--- config.mk ---
export PLATFORM = sky130hd
export DESIGN_NAME = alu_rr_arbiter
export DESIGN_NICKNAME = d
export VERILOG_FILES = /design/src/rtl/alu_rr_arbiter.sv
export SDC_FILE = /design/constraint.sdc
export NUM_CORES = 1
export LEC_CHECK = 0
export BUFFER_PORTS_ARGS = -buffer_cell sky130_fd_sc_hd__buf_2
export CORE_MARGIN = 2
export CORE_UTILIZATION = 25
export DETAILED_ROUTE_END_ITERATION = 8
export PLACE_DENSITY_LB_ADDON = 0.08
export SLEW_MARGIN = 10
export SYNTH_ARGS = -nofsm -noshare
export SYNTH_HDL_FRONTEND = slang
export SYNTH_SLANG_ARGS = --single-unit
--- constraint.sdc ---
create_clock -name clk -period 2.75 [get_ports clk]
set_clock_uncertainty 0.1 [all_clocks]
set_input_delay 0.4125 -clock clk [delete_from_list [all_inputs] [get_ports clk]]
set_output_delay 0.4125 -clock clk [all_outputs]
set_load 0.005 [all_outputs]
--- src/rtl/alu_rr_arbiter.sv ---
// Two-requester front end for a shared 4-bit ALU: picks one requester, latches its operands,
// executes in one cycle, and returns a registered result with a one-cycle done pulse.
`timescale 1ns/1ps

module alu_rr_arbiter #(
    parameter bit FAIR = 1'b1
) (
    input  logic       clk,
    input  logic       rst_n,
    input  logic       req0,
    input  logic       req1,
    input  logic [3:0] a0,
    input  logic [3:0] b0,
    input  logic [3:0] a1,
    input  logic [3:0] b1,
    input  logic [2:0] op0,
    input  logic [2:0] op1,
    output logic       gnt0,
    output logic       gnt1,
    output logic       done0,
    output logic       done1,
    output logic [3:0] result,
    output logic       carry_out,
    output logic       zero,
    output logic       busy,
    output logic [7:0] ops_done
);

    typedef enum logic [1:0] {
        IDLE = 2'b00,
        EXEC = 2'b01,
        RESP = 2'b10
    } state_t;

    state_t     state;
    state_t     state_next;

    logic [3:0] a_q;
    logic [3:0] b_q;
    logic [2:0] op_q;
    logic       id_q;
    logic       last_grant;

    logic       any_req;
    logic       winner;
    logic [4:0] alu_temp;
    logic       alu_carry;

    // last_grant resets to 1 so requester 0 takes the first simultaneous request.
    always_comb begin
        any_req = req0 | req1;
        winner  = 1'b0;
        if (FAIR) begin
            if (req0 && req1) begin
                winner = ~last_grant;
            end else begin
                winner = req1;
            end
        end else begin
            winner = ~req0;
        end
    end

    always_comb begin
        state_next = state;
        case (state)
            IDLE: begin
                if (any_req) begin
                    state_next = EXEC;
                end
            end
            EXEC:    state_next = RESP;
            RESP:    state_next = IDLE;
            default: state_next = IDLE;
        endcase
    end

    always_ff @(posedge clk or negedge rst_n) begin
        if (!rst_n) begin
            state <= IDLE;
        end else begin
            state <= state_next;
        end
    end

    // Requests are only looked at in IDLE; the capture also moves the fairness pointer.
    always_ff @(posedge clk or negedge rst_n) begin
        if (!rst_n) begin
            a_q        <= 4'd0;
            b_q        <= 4'd0;
            op_q       <= 3'd0;
            id_q       <= 1'b0;
            last_grant <= 1'b1;
        end else if (state == IDLE && any_req) begin
            a_q        <= winner ? a1  : a0;
            b_q        <= winner ? b1  : b0;
            op_q       <= winner ? op1 : op0;
            id_q       <= winner;
            last_grant <= winner;
        end
    end

    always_comb begin
        alu_temp = 5'd0;
        case (op_q)
            3'b000:  alu_temp = {1'b0, a_q} + {1'b0, b_q};
            3'b001:  alu_temp = {1'b0, a_q} - {1'b0, b_q};
            3'b010:  alu_temp = {1'b0, a_q & b_q};
            3'b011:  alu_temp = {1'b0, a_q | b_q};
            3'b100:  alu_temp = {1'b0, a_q ^ b_q};
            3'b101:  alu_temp = {1'b0, b_q[2:0], 1'b0};
            3'b110:  alu_temp = {2'b00, b_q[3:1]};
            default: alu_temp = {1'b0, b_q};
        endcase
        alu_carry = (op_q[2:1] == 2'b00) ? alu_temp[4] : 1'b0;
    end

    // Results only change when an EXEC cycle completes, so they hold between operations.
    always_ff @(posedge clk or negedge rst_n) begin
        if (!rst_n) begin
            result    <= 4'd0;
            carry_out <= 1'b0;
            zero      <= 1'b0;
        end else if (state == EXEC) begin
            result    <= alu_temp[3:0];
            carry_out <= alu_carry;
            zero      <= (alu_temp[3:0] == 4'd0);
        end
    end

    always_ff @(posedge clk or negedge rst_n) begin
        if (!rst_n) begin
            ops_done <= 8'd0;
        end else if (state == RESP) begin
            ops_done <= ops_done + 8'd1;
        end
    end

    always_comb begin
        gnt0  = (state == EXEC) && !id_q;
        gnt1  = (state == EXEC) &&  id_q;
        done0 = (state == RESP) && !id_q;
        done1 = (state == RESP) &&  id_q;
        busy  = (state != IDLE);
    end

endmodule

==> results by group <==
STA
  • Fin. max-slew vios: 0
  • Count of final setup violators: 0
  • Final Worst Setup Slack: 315 ps
  • Slew HR: 56.2%
  • Fin Setup TNS: 0 ps
  • Fin crit period: 2430 ps
  • Final Hold Fails: 0
  • FMAX: 0.411 GHz
  • Worst-Margin Slew: 656 ps
  • RSZ-0062 raised after global routing: false
  • Fin crit share: about nine tenths

Pwr
  • Pleak: 1.13 nW
  • Power consumption: approximately 0.0027 W
  • Peak VDD IR: 0.309 mV
  • Power density over the cells: 1180 nW/um^2

Synth
  • Synth area leaders: dfrtp_1 38%, ha_1 9.5%, mux2i_1 7.6%
  • Syn_nets: 231
  • Synth top area share: 38.0%
  • Synth Flop Type: dfrtp_1
  • Synthesized instance count: 190
  • Synthesis-stage register bit count: 29
  • Synth async-reset ratio: 100%
  • Mean Syn Cell Area: 9.71 sq um
  • Cell variety after synth: 44
  • Post-synthesis sequential area ratio: between 30% and 40%
  • Synth warnings: 0
  • Cell taking the most area after synthesis: dfrtp_1
  • Syn Std Cell Area: 1840 sq um
  • Post-synth EDFFs: 0

GRT
  • Largest net degree at the start of global routing: 30
  • GRT Resource Usage Total: 11.0%
  • Vias in the first global route: between 1000 and 1500
  • First-pass GRT wire length: 7240 microns
  • Total grt overflow: 0
  • Antenna violations before repair: 0

Clock network
  • CTS Hold Bufs: 0
  • Worst-skew pair later-pin latency: between 200 and 300 ps
  • Clk root buf: clkbuf_8
  • H-tree lvl count: 2
  • CTS Sinks: 29
  • Post_cts resized: 0
  • Total CTS buffers: 5
  • Post-CTS setup buffers: 0
  • Worst-path clk slew: 70 ps
  • CTS tree: yes
  • Clk buf depth: 2

Floorplan
  • Die Span Y: 89.9 microns
  • Die area: between 8000 and 9000 sq um
  • Top Ports: 45
  • Starting Density: 25.6%
  • Die Span X: 89.9 microns
  • Core footprint: 7210 sq um
  • FP Rows: 31

Critical path
  • CP arrival: 2500 ps
  • Critical Path RT: 2820 ps
  • Worst path bufs/invs: 1
  • Crit path top cell by count: ha_1
  • Crit start category: register
  • Slowest-stage cell, CP: dfrtp_1
  • CP delay by family, top: compound AO/OA/AOI/OAI gates
  • Critical path class: reg -> reg
  • Reg2reg start: b_q[0]
  • Crit. End Element: register
  • Register-to-register setup slack: 320 ps
  • FF-to-FF path depth: 10
  • Crit Reg-Reg Endpoint: zero
  • Largest stage delay, worst path: 410 ps
  • Worst Path Max Fanout: 5
  • Cell chain of the critical path: inv_1 > ha_1 > a21oi_1 > xnor2_1 > ha_1 > xor2_1 > nor2_1 > a211oi_1 > a2111oi_4 > a32o_1

Placed design
  • DP Worst Slack: approximately 300 ps
  • HPWL Detailed: between 3000 and 4000 microns
  • Placed Cells: 332
  • PortBufs: 44
  • Gpl congestion: 0.784

Finish
  • Fillers: 798
  • Syn-to-layout area delta: 23.1%
  • Multi-input combinational cell area: roughly 1000 sq um
  • Fin util: a little under a third
  • Antenna diodes: 0
  • FF/Latch Area: 727 sq um
  • Post-Layout Cell Count: 340
  • Share of cells above drive strength 1: 28.6%
  • Nets@finish: 281

Drt
  • Vias: approximately 1500
  • DRT antenna net count: 0
  • Routed wire length: roughly 4100 microns
  • DRC: 0
  • 1st-iter DRT viols: 62
  • DR vias/cell: about 4.3
  • Wire per inst: ~12 microns
  • TritonRoute pass-1 iters: 3

Status
  • Outcome: completed

Worst hold path
  • Min-delay worst type: in -> async

Run
  • Max Cap Violations: 0
flip-flops by register name (all words and copies together) (netlist names):
register	cells
ops_done	8
a_q	4
b_q	4
result	4
op_q	3
state	2
carry_out	1
id_q	1
last_grant	1
zero	1
worst max-delay path by stage:
stage	slack (ps)	from	to	cells after the start
CTS	280	b_q[0]	zero	10
floorplan	260	op_q[2]	zero	10
global route	70	b_q[0]	zero	10
detailed placement	300	b_q[0]	zero	9
global placement	310	b_q[0]	zero	9
finish	320	b_q[0]	zero	10
logic make-up (layout without fill, tap and decap cells):
logic type                 after synthesis  after routing  share of synthesized area [%]
adders and majority gates               15             15                           10.6
DFF                                     29             29                           39.4
muxes                                   15             15                           8.21
xor gates and xnor gates                12             12                           5.70
buffers and inverters                   21             72                           5.70
and+or+nand+nor                         57             57                           15.1
AOI/OAI and AO/OA                       41             41                           15.3
per-layer routing:
layer / up-vias / GRT usage [%] / wire (microns)
li1: 754 / - / -
met3: 5 / 2.93 / 175
met2: 34 / 16.9 / 1830
met5: - / 0 / 0
met1: 657 / 15.4 / 2090
met4: 0 / 2.69 / 29
report_power, final:
part / switching (W) / internal, W
logic: 0.000849 / 0.000710
registers: 0.000172 / 0.000617
clock network: 0.000168 / 0.000174
cell usage after synthesis, types with 2 or more instances:
library cell and count:
dfrtp_1 28, nand4_1 2, a211oi_1 2, a21o_1 2, and2_1 3, nor2_1 24
buf_2 3, nand3_1 3, a21oi_1 16, and3_1 2, mux2i_1 14, nand2_1 12
buf_4 2, nand2b_1 3, xnor2_1 8, buf_6 2, inv_1 12, a31oi_1 3
ha_1 14, xor2_1 4, o21ai_0 8
metrics by stage:
step / instance area, sq um / hold WS [ps]
5_1_grt: 2270 / 117
6_report: 2270 / 57.8
3_5_place_dp: 2180 / 366
3_3_place_gp: 2180 / 362
2_1_floorplan: 1840 / 16.9
4_1_cts: 2270 / 82.2
cell type report:
cell class / instances / area share (%)
inverters: 13 / 2.15
repair buffers: 51 / 12.0
clock inverters: 3 / 0.771
well taps: 99 / 5.45
clock buffers: 5 / 3.03
multi-input cells: 140 / 44.6
flip-flops and latches: 29 / 32.0
layout by cell type (no fill, tap or decap), types with 2 or more instances in the layout:
cell	count
ha_1	14
mux2i_1	14
nand2_1	12
nand2b_1	3
clkbuf_8	5
and2_1	3
nor2_1	24
buf_4	7
clkinv_2	2
dfrtp_1	28
xor2_1	4
inv_1	12
a31oi_1	3
a21o_1	2
buf_2	44
o21ai_0	8
and3_1	2
nand4_1	2
a21oi_1	16
a211oi_1	2
nand3_1	3
xnor2_1	8
Power figures use the tool's default switching activity.
